**src/rtl/pipe_pkg.sv**
```systemverilog
// Shared pipeline definitions: hazard-controller state encoding, register
// constants and the MIPS opcode/func codes the decoder uses to drive
// id_is_muldiv and id_uses_hilo.
package pipe_pkg;

    localparam int unsigned REG_W   = 5;
    localparam int unsigned MD_CNT_W = 4;
    localparam int unsigned OPC_W   = 6;

    typedef enum logic {
        RUN     = 1'b0,
        MD_BUSY = 1'b1
    } haz_state_t;

    localparam logic [REG_W-1:0] REG_ZERO = 5'd0;

    localparam logic [OPC_W-1:0] OP_SPECIAL = 6'h00;
    localparam logic [OPC_W-1:0] FN_MFHI    = 6'h10;
    localparam logic [OPC_W-1:0] FN_MTHI    = 6'h11;
    localparam logic [OPC_W-1:0] FN_MFLO    = 6'h12;
    localparam logic [OPC_W-1:0] FN_MTLO    = 6'h13;
    localparam logic [OPC_W-1:0] FN_MULT    = 6'h18;
    localparam logic [OPC_W-1:0] FN_MULTU   = 6'h19;
    localparam logic [OPC_W-1:0] FN_DIV     = 6'h1a;
    localparam logic [OPC_W-1:0] FN_DIVU    = 6'h1b;

    // Decoder helper: SPECIAL-class instruction that occupies the mult/div unit.
    function automatic logic is_muldiv_op(input logic [OPC_W-1:0] opc,
                                          input logic [OPC_W-1:0] fn);
        return (opc == OP_SPECIAL) &&
               (fn == FN_MULT || fn == FN_MULTU || fn == FN_DIV || fn == FN_DIVU);
    endfunction

    // Decoder helper: SPECIAL-class instruction that moves to/from HI or LO.
    function automatic logic is_hilo_op(input logic [OPC_W-1:0] opc,
                                        input logic [OPC_W-1:0] fn);
        return (opc == OP_SPECIAL) &&
               (fn == FN_MFHI || fn == FN_MTHI || fn == FN_MFLO || fn == FN_MTLO);
    endfunction

endpackage

```
**src/rtl/muldiv_tracker.sv**
```systemverilog
// Tracks occupancy of the multi-cycle mult/div unit: RUN/MD_BUSY state,
// a down-counter of remaining busy cycles and a registered busy flag.
module muldiv_tracker
    import pipe_pkg::*;
#(
    parameter int unsigned MULDIV_LAT = 4
) (
    input  logic clk,
    input  logic rst,
    input  logic issue,
    output logic muldiv_busy
);

    haz_state_t            state_q;
    haz_state_t            state_d;
    logic [MD_CNT_W-1:0]   md_cnt_q;
    logic [MD_CNT_W-1:0]   md_cnt_d;

    // State, counter and busy flag registers; reset abandons any op in flight.
    always_ff @(posedge clk) begin
        if (rst) begin
            state_q     <= RUN;
            md_cnt_q    <= '0;
            muldiv_busy <= 1'b0;
        end else begin
            state_q     <= state_d;
            md_cnt_q    <= md_cnt_d;
            muldiv_busy <= (state_d == MD_BUSY);
        end
    end

    // Next state: issue loads LAT-1 busy cycles; leave MD_BUSY after the last one.
    always_comb begin
        state_d  = state_q;
        md_cnt_d = md_cnt_q;
        case (state_q)
            RUN: begin
                if (issue) begin
                    state_d  = MD_BUSY;
                    md_cnt_d = MD_CNT_W'(MULDIV_LAT - 1);
                end
            end
            MD_BUSY: begin
                md_cnt_d = md_cnt_q - MD_CNT_W'(1);
                if (md_cnt_q == MD_CNT_W'(1)) begin
                    state_d = RUN;
                end
            end
            default: begin
                state_d  = RUN;
                md_cnt_d = '0;
            end
        endcase
    end

endmodule

```
**src/rtl/id_ex_hazard_ctrl.sv**
```systemverilog
// ID/EX hazard controller: load-use and HI/LO stall detection, taken-branch
// flush and the resulting PC/IF-ID hold, IF-ID flush and ID/EX bubble.
// Optional feature macro: HAZ_PERF_CNT_EN adds saturating stall/flush counters.
module id_ex_hazard_ctrl
    import pipe_pkg::*;
#(
    parameter int unsigned MULDIV_LAT = 4
) (
    input  logic             clk,
    input  logic             rst,
    input  logic [REG_W-1:0] id_rs,
    input  logic [REG_W-1:0] id_rt,
    input  logic             id_uses_rt,
    input  logic             id_valid,
    input  logic             id_is_muldiv,
    input  logic             id_uses_hilo,
    input  logic             ex_wr_en,
    input  logic [REG_W-1:0] ex_wr_num,
    input  logic             ex_is_load,
    input  logic             ex_branch_taken,
`ifdef HAZ_PERF_CNT_EN
    output logic [31:0]      perf_lu_stalls,
    output logic [31:0]      perf_hl_stalls,
    output logic [31:0]      perf_flushes,
`endif
    output logic             pc_hold,
    output logic             if_id_hold,
    output logic             if_id_flush,
    output logic             id_ex_bubble,
    output logic             muldiv_busy
);

    logic lu_c;
    logic hl_c;
    logic issue_c;

    // Hazard detection; a load to $0 never stalls.
    always_comb begin
        lu_c = ex_is_load && ex_wr_en && (ex_wr_num != REG_ZERO) && id_valid &&
               ((ex_wr_num == id_rs) || (id_uses_rt && (ex_wr_num == id_rt)));
        hl_c = muldiv_busy && id_valid && (id_is_muldiv || id_uses_hilo);
        issue_c = !muldiv_busy && id_valid && id_is_muldiv &&
                  !ex_branch_taken && !lu_c;
    end

    // Pipeline controls: reset, then branch flush, then stall.
    always_comb begin
        pc_hold      = 1'b0;
        if_id_hold   = 1'b0;
        if_id_flush  = 1'b0;
        id_ex_bubble = 1'b0;
        if (rst) begin
            if_id_flush  = 1'b1;
            id_ex_bubble = 1'b1;
        end else if (ex_branch_taken) begin
            if_id_flush  = 1'b1;
            id_ex_bubble = 1'b1;
        end else if (lu_c || hl_c) begin
            pc_hold      = 1'b1;
            if_id_hold   = 1'b1;
            id_ex_bubble = 1'b1;
        end
    end

    muldiv_tracker #(
        .MULDIV_LAT (MULDIV_LAT)
    ) u_muldiv_tracker (
        .clk         (clk),
        .rst         (rst),
        .issue       (issue_c),
        .muldiv_busy (muldiv_busy)
    );

`ifdef HAZ_PERF_CNT_EN
    logic flush_win_c;
    logic lu_win_c;
    logic hl_win_c;

    // Winning cause of this cycle's control action.
    always_comb begin
        flush_win_c = ex_branch_taken;
        lu_win_c    = !ex_branch_taken && lu_c;
        hl_win_c    = !ex_branch_taken && !lu_c && hl_c;
    end

    // Saturating performance counters.
    always_ff @(posedge clk) begin
        if (rst) begin
            perf_lu_stalls <= '0;
            perf_hl_stalls <= '0;
            perf_flushes   <= '0;
        end else begin
            if (lu_win_c && (perf_lu_stalls != '1)) begin
                perf_lu_stalls <= perf_lu_stalls + 32'd1;
            end
            if (hl_win_c && (perf_hl_stalls != '1)) begin
                perf_hl_stalls <= perf_hl_stalls + 32'd1;
            end
            if (flush_win_c && (perf_flushes != '1)) begin
                perf_flushes <= perf_flushes + 32'd1;
            end
        end
    end
`endif

endmodule
```
**config.mk**
```make
export PLATFORM = sky130hd
export DESIGN_NAME = id_ex_hazard_ctrl
export DESIGN_NICKNAME = d
export VERILOG_FILES = /design/src/rtl/pipe_pkg.sv /design/src/rtl/muldiv_tracker.sv /design/src/rtl/id_ex_hazard_ctrl.sv
export SDC_FILE = /design/constraint.sdc
export NUM_CORES = 1
export LEC_CHECK = 0
export ABC_CLOCK_PERIOD_IN_PS = 2770
export CAP_MARGIN = 20
export CELL_PAD_IN_SITES_DETAIL_PLACEMENT = 1
export CELL_PAD_IN_SITES_GLOBAL_PLACEMENT = 2
export CORE_MARGIN = 4
export CORE_UTILIZATION = 20
export DETAILED_ROUTE_END_ITERATION = 6
export GPL_TIMING_DRIVEN = 0
export MAX_ROUTING_LAYER = met4
export PLACE_DENSITY_LB_ADDON = 0.1
export SYNTH_ARGS = -nofsm -noshare
export SYNTH_HDL_FRONTEND = slang
export SYNTH_SLANG_ARGS = --single-unit
```
**constraint.sdc**
```tcl
create_clock -name clk -period 2.77 [get_ports clk]
set_clock_uncertainty 0.2 [all_clocks]
set_input_delay 0.554 -clock clk [delete_from_list [all_inputs] [get_ports clk]]
set_output_delay 0.554 -clock clk [all_outputs]
set_load 0.05 [all_outputs]
```
# After elaboration in Yosys (flattened, before gate mapping)
# Cells that the tools add are included.
[totals]
register_bits = 5
input_bits = 24
out_inout_bits = 5
wordCells = 38
[op_classes]
n_addsub = 1
eq_ne = 4
n_mux = 12
bitwise = 1
n_reduce_logical = 18
[op_table]
columns = ["cell", "n"]
rows = [
  ["$logic_and A1 B1 Y1", 11],
  ["$eq A5 B5 Y1", 2],
  ["$mux W1", 9],
  ["$pmux W4 S2", 1],
  ["$reduce_bool A5 Y1", 1],
  ["$eq A4 B1 Y1 const B", 1],
  ["$mux W4", 1],
  ["$sub A4 B1 Y4 const B", 1],
  ["$logic_not A1 Y1", 3],
  ["$logic_or A1 B1 Y1", 3],
  ["$ne A2 B2 Y1 const B", 1],
  ["$pmux W1 S2", 1],
  ["$not A1 Y1", 1],
]

# Longest topological paths before layout
# Gate-level depths: netlist (run 1).
[logic_depth]
ltp_word = 8
mapped_depth = 6
depth_no_buf = 6

# By module
# From an unflattened synthesis (run 1), not the netlist that was laid out.
[unflattened]
cells_unflattened = 54
hier_area_um2 = 437.9
[by_module_without_submodules]
columns = ["module", "instances", "cells_per_inst", "area_per_inst_um2", "seq_area_each_um2"]
rows = [
  ["muldiv_tracker", 1, 26, 242.7, 100.1],
  ["id_ex_hazard_ctrl", 1, 28, 195.2, 0.0],
]

# Worst setup path after synthesis (run 1)
# No wires, ideal clock.
[synth_path]
path_type = "input -> output"
startpoint = "in ex_wr_num[3]"
endpoint = "out pc_hold"
arrival_time_ns = 2.909
required_ns = 2.016
path_slack_ns = -0.893
stages = 5
n_path_buf = 1
cell_sequence = "xor2_1 > nor4_2 > a32oi_1 > o32ai_1 > buf_4"
[synth_via]
elab_chain_len = 8
elab_cells_between_ends = 12
classes_between = "eq/ne: 2; mux: 3; reduce/logical: 7"
[synth_rtl]
columns = ["item", "line", "source"]
rows = [
  ["start: declaration", "id_ex_hazard_ctrl.sv:18", "input logic [REG_W-1:0] ex_wr_num,"],
  ["$eq A5 B5 Y1 / $reduce_bool A5 Y1 (equally long branches)", "id_ex_hazard_ctrl.sv:40, id_ex_hazard_ctrl.sv:39", ""],
  ["$logic_and A1 B1 Y1, on equally long branches", "id_ex_hazard_ctrl.sv:40, id_ex_hazard_ctrl.sv:39", ""],
  ["$logic_or A1 B1 Y1 / $logic_and A1 B1 Y1 (equally long branches)", "id_ex_hazard_ctrl.sv:40, id_ex_hazard_ctrl.sv:39", ""],
  ["$logic_and A1 B1 Y1 *", "id_ex_hazard_ctrl.sv:39", "lu_c = ex_is_load && ex_wr_en && (ex_wr_num != REG_ZERO) && id_valid &&"],
  ["$logic_or A1 B1 Y1 *", "id_ex_hazard_ctrl.sv:58", "end else if (lu_c || hl_c) begin"],
  ["$mux W1 * (3 in series)", "-", ""],
  ["end: declaration", "id_ex_hazard_ctrl.sv:26", "output logic pc_hold,"],
]
# Mark *: on every way between the ends. The rest lies on a longest branch, timed or not.

# Worst setup path in the final report (run 1)
[layout_path]
startpoint = "in id_rt[0]"
endpoint = "out pc_hold"
[layout_via]
elab_chain_len = 8
[layout_rtl]
columns = ["item", "line", "source"]
rows = [
  ["start: declaration", "id_ex_hazard_ctrl.sv:12", "input logic [REG_W-1:0] id_rt,"],
  ["$eq A5 B5 Y1", "id_ex_hazard_ctrl.sv:40", "((ex_wr_num == id_rs) || (id_uses_rt && (ex_wr_num == id_rt)));"],
  ["$logic_and A1 B1 Y1", "id_ex_hazard_ctrl.sv:40", ""],
  ["$logic_or A1 B1 Y1", "id_ex_hazard_ctrl.sv:40", ""],
  ["$logic_and A1 B1 Y1", "id_ex_hazard_ctrl.sv:39", ""],
  ["$logic_or A1 B1 Y1", "id_ex_hazard_ctrl.sv:58", ""],
  ["$mux W1", "id_ex_hazard_ctrl.sv:58", ""],
  ["$mux W1", "id_ex_hazard_ctrl.sv:55", "end else if (ex_branch_taken) begin"],
  ["$mux W1", "id_ex_hazard_ctrl.sv:52", "if (rst) begin"],
]
# No other way between the ends.

==> results of run 1 <==
## where the power goes
group	leakage [nW]	internal, mW	switching [mW]
sequential	0.0409	0.0773	0.00613
clock	0.0150	0.0549	0.0360
combinational	0.335	0.0572	0.0549
total	0.391	0.189	0.0970
## area by class of cell
type / count / area, sq um / area share (%)
tap: 28 / 35.03 / 3.830
inverter: 3 / 11.26 / 1.231
multi-input combinational: 47 / 411.6 / 45.01
clock buffer: 4 / 26.28 / 2.873
buffer: 2 / 12.51 / 1.368
sequential: 5 / 100.1 / 10.94
timing repair buffer: 36 / 317.8 / 34.75
## cells in the mapped netlist, drive strengths merged
master,count
a211o,2
xnor2,2
a32o,1
nand3,1
o21ai,1
nor2,5
nor4b,1
a32oi,1
and4bb,1
o2111ai,1
o32ai,1
nor4,1
xor2,10
ha,2
inv,3
o31ai,2
nand2,2
a21oi,7
buf,2
or4,1
a31oi,1
o221ai,1
dfxtp,5
nor3,3
## sequential cells by signal (all words and copies together), names as in the netlist
name                          count
u_muldiv_tracker.md_cnt_q         4
u_muldiv_tracker.muldiv_busy      1
## metal layers
layer | GRT usage, % | wire [microns]
met5 | - | 0
met4 | 7.947 | 64
met3 | 2.715 | 103
met2 | 17.62 | 825
met1 | 15.41 | 797
## worst paths after layout
| check | start | to | slack [ns] |
|---|---|---|---|
| setup / recovery | id_rt[0] | pc_hold | -0.005 |
| hold / removal | u_muldiv_tracker.md_cnt_q[1]$_SDFFE_PP0P_ | u_muldiv_tracker.md_cnt_q[1]$_SDFFE_PP0P_ | 0.41 |
| setup reg to reg | u_muldiv_tracker.md_cnt_q[0]$_SDFFE_PP0P_ | u_muldiv_tracker.md_cnt_q[2]$_SDFFE_PP0P_ | 1.22 |
| hold reg to reg | u_muldiv_tracker.md_cnt_q[1]$_SDFFE_PP0P_ | u_muldiv_tracker.md_cnt_q[1]$_SDFFE_PP0P_ | 0.41 |
## worst max-delay path, cell delays in order
cell and delay, ns:
clkdlybuf4s50_1 0.50, xnor2_2 0.14, a32oi_2 0.13, buf_4 0.17
o32ai_4 0.23, buf_4 0.16, buf_8 0.13
## cell families after synthesis
family | share of synthesized area, %
XOR/XNOR | 21.59
buffers and inverters | 4.884
AO/OA/AOI/OAI | 29.05
adder cells (fa/ha/maj) | 5.141
flip-flops | 20.57
AND/OR/NAND/NOR | 18.76
## through the flow
step / std cells / hold slack [ns] / util [%] / setup slack (ns)
floorplan: 57 / 0.3441 / - / -0.07170
global placement: 113 / 0.3908 / 36.40 / -1.067
detailed placement: 113 / 0.4015 / 36.40 / -1.042
CTS: 123 / 0.4172 / 39.18 / -0.08861
global route: 125 / 0.4958 / 40.57 / -0.09375
finish: 125 / 0.4069 / 40.57 / -0.004891
## placed cells by master (no fill, tap or decap), drive strengths merged, types with 2 or more instances in the layout
| master | count |
|---|---|
| clkdlybuf4s50 | 10 |
| inv | 3 |
| xor2 | 10 |
| clkbuf | 8 |
| nor2 | 5 |
| a211o | 2 |
| o31ai | 2 |
| nand2 | 2 |
| nor3 | 3 |
| xnor2 | 2 |
| dfxtp | 5 |
| buf | 17 |
| dlygate4sd2 | 3 |
| dlymetal6s2s | 3 |
| a21oi | 7 |
| ha | 2 |
## repair_timing
action / 4_1_cts / 5_1_grt
resized for setup: 46 / 20
buffers inserted: 6 / 2
pin swaps: 8 / 8
setup endpoints to repair: 4 / 4
==> flow_summary_export.csv, run 1 <==
group,metric,value,unit
synth,syn_nets,83,
sta,max_freq,360.4,MHz
drt,wire_per_inst,14.33,microns
pwr,power.total,286.3,uW
run_status,violations,"setup timing",
min_path,hold_depth,2,
drt,dr.pass1.iters,4,
drt,vias,607,
synth,netlist.area_leader.share,20.57,%
drt,drc,0,
critical_path,reg2regPathDepth,6,
synth,ys_seq_area_share,20.57,%
global_routing,antenna_found_initial,0,
min_path,hp-class,"register to register",
drt,viasPerCell,4.856,
critical_path,end_kind,"output pin",
cts,cts_tree,"built",
critical_path,cp-start-kind,"input port",
floorplanning,dieArea,3287,sq um
drt,totalWireLength,1.791,mm
critical_path,worstPathArrival,2.02,ns
synth,yosys-top-cells-area,"dfxtp_1 21%, xor2_1 18%, a21oi_1 7.2%",
cts,cts_sinks,5,
floorplanning,die_width,57.33,microns
final_layout,diodes,0,
critical_path,critical_path_required,2.02,ns
floorplanning,boundaryPins,29,
run_status,status,"complete, but fails checks",
place,gp_congestion,0.7102,
sta,slew_viol_final,0,
sta,worstMarginPinSlew,0.4910,ns
cts,clockBufferDepth,2,
final_layout,n_fill_cell,277,
sta,rsz0062_at_grt,"true",
sta,setup_viol,1,
synth,synth_warnings,0,
sta,min_period_over_period,100.2,%
sta,hold_viol,0,
run,drv_cap,0,
global_routing,grt_pass1_vias,661,
pwr,power_density,313.0,nW/um^2
synth,synth_largest_area_cell,"dfxtp_1",
floorplanning,die_h,57.33,microns
sta,max_slew_margin,67.16,%
critical_path,path_class,"input port to output pin",
final_layout,final_cell_area,914.6,sq um
final_layout,syn_to_final_growth,87.92,%
final_layout,drive_gt1_share,35.05,%
sta,tns,-0.004891,ns
cts,ctsHtreeMaxLevel,1,
pwr,p_leak,0.3913,nW
global_routing,globalRouteTotalUtil,12.30,%
critical_path,path_max_fanout,4,
global_routing,grt_max_degree,11,
synth,synth_cells,57,
sta,min_period,2.775,ns
floorplanning,start_util,21.59,%
final_layout,nets,124,
synth,synth.distinct_cells,25,
synth,synth_area,486.7,sq um
drt,drt_iter0_drc,7,
cts,clk_pin_slew_worst_paths,0.05,ns
cts,cts_buffers,3,
cts,cts_root_buf,"clkbuf_4",
pwr,max-vdd-ir-drop,0.0001629,V
global_routing,overflow,0,
drt,drtAntennaViolNets,0,
place,portBuffers,28,
synth,ys_ff_latch,5,
sta,fin_ws,-0.004891,ns
synth,avgSynthCellArea,8.539,sq um
place,dp_hpwl,1.328,mm
cts,clk_latency,0.25,ns
floorplanning,core,2255,sq um
floorplanning,num_rows,17,
cts,hold_buffers,0,
place,postPlaceCellArea,820.8,sq um
global_routing,grt_first_pass_wirelength,3.022,mm
No activity file was read; power rests on OpenSTA's default activity.
==> run 2, diff against run 1 <==
--- a/config.mk
+++ b/config.mk
@@ -18,3 +18,4 @@
 export SYNTH_ARGS = -nofsm -noshare
 export SYNTH_HDL_FRONTEND = slang
 export SYNTH_SLANG_ARGS = --single-unit
+export TNS_END_PERCENT = 1
==> run 2 against run 1 <==
Sequential share of layout area fell by 0.42 points. The run now ends clean. Combinational power rose by 5%. Sequential cell count did not move. Largest cell class unchanged. Power rose by 2.1%. First-iteration DRC count did not move. Count of clock-buffer cells in the layout did not move. Cell area rose by 4.0%. Final cell count did not move.
==> flow_summary_export.csv, run 2 (synthesized netlist as in run 1, its figures left out) <==
group,metric,value,unit
global_routing,grt_pass1_vias,666,
critical_path,r2r_slack,1.21,ns
final_layout,mostFrequentLayoutCells,"11 x buf_4, 9 x clkdlybuf4s50_1, 7 x xor2_1, 7 x a21oi_1, 6 x dlymetal6s2s_1",
place,dp_cells,113,
min_path,hold_depth,2,
min_path,hp-class,"register to register",
cts,clockBufferDepth,2,
floorplanning,boundaryPins,29,
sta,worstMarginPinSlew,0.4910,ns
floorplanning,die_h,57.33,microns
pwr,power_density,307.3,nW/um^2
place,portBuffers,28,
critical_path,path_class,"input port to output pin",
critical_path,cpLargestDelayFamily,"buffers and inverters",
run_status,status,"complete, no violations",
critical_path,timing.rr.end,"u_muldiv_tracker.md_cnt_q[2]$_SDFFE_PP0P_",
cts,cts_buffers,3,
critical_path,crit_slowest_cell,"nor4_2",
final_layout,top_register,"u_muldiv_tracker.md_cnt_q",
pwr,p_leak,0.4229,nW
run,drv_cap,0,
cts,cts_sinks,5,
drt,vias,601,
global_routing,grt_first_pass_wirelength,3.022,mm
critical_path,path_cells,"buf_6, xor2_2, nor4_2, a32oi_2, buf_4, o32ai_4, buf_4, buf_8",
global_routing,globalRouteTotalUtil,12.30,%
drt,totalWireLength,1.865,mm
floorplanning,start_util,21.59,%
final_layout,syn_to_final_growth,95.37,%
final_layout,largest_reg_flops,4,
cts,hold_buffers,0,
sta,hold_viol,0,
sta,min_period_over_period,98.86,%
cts,ctsHtreeMaxLevel,1,
pwr,power.total,292.2,uW
critical_path,critPathMostFrequentCell,"buf_4",
pwr,max-vdd-ir-drop,0.0001629,V
drt,dr.pass1.iters,4,
drt,drtAntennaViolNets,0,
floorplanning,num_rows,17,
sta,hold_ws,0.4066,ns
final_layout,n_fill_cell,265,
drt,drt_iter0_drc,7,
sta,max_freq,365.2,MHz
critical_path,cp-start-kind,"input port",
cts,clk_pin_slew_worst_paths,0.05,ns
min_path,min_from,"u_muldiv_tracker.md_cnt_q[1]$_SDFFE_PP0P_",
sta,rsz0062_at_grt,"true",
critical_path,critPathBufInv,4,
floorplanning,core,2255,sq um
drt,wire_per_inst,14.92,microns
sta,max_slew_margin,67.16,%
global_routing,grt_max_degree,11,
critical_path,critical_path_required,2.02,ns
critical_path,path_max_fanout,4,
floorplanning,die_width,57.33,microns
min_path,min_to,"u_muldiv_tracker.md_cnt_q[1]$_SDFFE_PP0P_",
global_routing,overflow,0,
global_routing,antenna_found_initial,0,
final_layout,largestRegisters,"u_muldiv_tracker.md_cnt_q: 4 flops, u_muldiv_tracker.muldiv_busy: 1 flops",
place,dp_hpwl,1.328,mm
critical_path,max_stage_delay,0.34,ns
final_layout,fin_cells,125,
cts,cts_tree,"built",
sta,slew_viol_final,0,
final_layout,diodes,0,
cts,clk_latency,0.25,ns
cts,cts_root_buf,"clkbuf_4",
place,gp_congestion,0.7102,
critical_path,worstPathArrival,1.98,ns
sta,min_period,2.738,ns
drt,viasPerCell,4.808,
final_layout,mostFrequentLayoutCell,"buf_4",
critical_path,end_kind,"output pin",
sta,setup_viol,0,
floorplanning,dieArea,3287,sq um
critical_path,reg2regPathDepth,6,
drt,drc,0,
final_layout,nets,124,
final_layout,drive_gt1_share,37.11,%
critical_path,rr_startpoint,"u_muldiv_tracker.md_cnt_q[0]$_SDFFE_PP0P_",
==> run 2: cell types whose count changed in the layout (fill, tap and decap cells not counted), sizes merged <==
cell / previous run / this run
dlygate4sd2: 3 / 1
dlymetal6s2s: 3 / 6
clkdlybuf4s50: 10 / 9
==> run 2: final cells by class <==
cell class	instances	area (sq um)	share of cell area [%]
multi-input cells	47	426.7	44.87
repair buffers	36	339.1	35.66
flip-flops and latches	5	100.1	10.53
well taps	28	35.03	3.684
clock buffers	4	26.28	2.763
plain buffers	2	12.51	1.316
inverters	3	11.26	1.184
==> run 2: layer usage <==
metal	track usage [%]	up-vias	share of wire, %
met4	7.947	0	3.4
met2	17.62	21	47
li1	-	291	-
met1	15.41	282	43
met5	-	-	0
met3	2.715	7	5.7
==> run 2: timing repair <==
action,CTS,global route
gates resized for setup,37,33
endpoints found under the hold margin,0,0
endpoints found under the setup margin,4,4
setup buffers,6,2
pin swaps,5,8
==> run 2: worst max-delay path by stage <==
stage                 startpoint           end  slack, ns  cells after the start
floorplan           ex_wr_num[3]  id_ex_bubble      -0.07                      4
global placement    ex_wr_num[3]       pc_hold      -1.07                      7
detailed placement  ex_wr_num[3]       pc_hold      -1.04                      7
CTS                     id_rt[2]       pc_hold      -0.12                      7
global route            id_rt[2]       pc_hold      -0.06                      8
finish                  id_rt[2]       pc_hold       0.03                      8
==> run 2: through the flow <==
stage | TNS, ns | area (sq um) | worst slack (ns) | util, %
6_report | 0 | 950.9 | 0.03155 | 42.18
3_3_place_gp | -3.194 | 820.8 | -1.067 | 36.40
5_1_grt | -0.07315 | 950.9 | -0.06322 | 42.18
2_1_floorplan | -0.1250 | 505.5 | -0.07170 | -
4_1_cts | -0.1968 | 898.4 | -0.1230 | 39.84
3_5_place_dp | -3.101 | 820.8 | -1.042 | 36.40
==> run 2: worst reg2reg max path: cells and delay by family, from the launching register on <==
family | cells | cell delay, ns
AO/OA/AOI/OAI | 2 | 0.43
AND/OR/NAND/NOR | 1 | 0.08
flip-flops | 1 | 0.43
buffers and inverters | 1 | 0.07
XOR/XNOR | 1 | 0.06
adder cells (fa/ha/maj) | 1 | 0.20
==> run 2: power breakdown <==
part / total, mW / internal (mW) / leakage (nW) / switching, mW
Sequential: 0.0834 / 0.0773 / 0.0409 / 0.00614
Clock: 0.0909 / 0.0549 / 0.0150 / 0.0360
Combinational: 0.118 / 0.0613 / 0.367 / 0.0566
Total: 0.292 / 0.193 / 0.423 / 0.0988
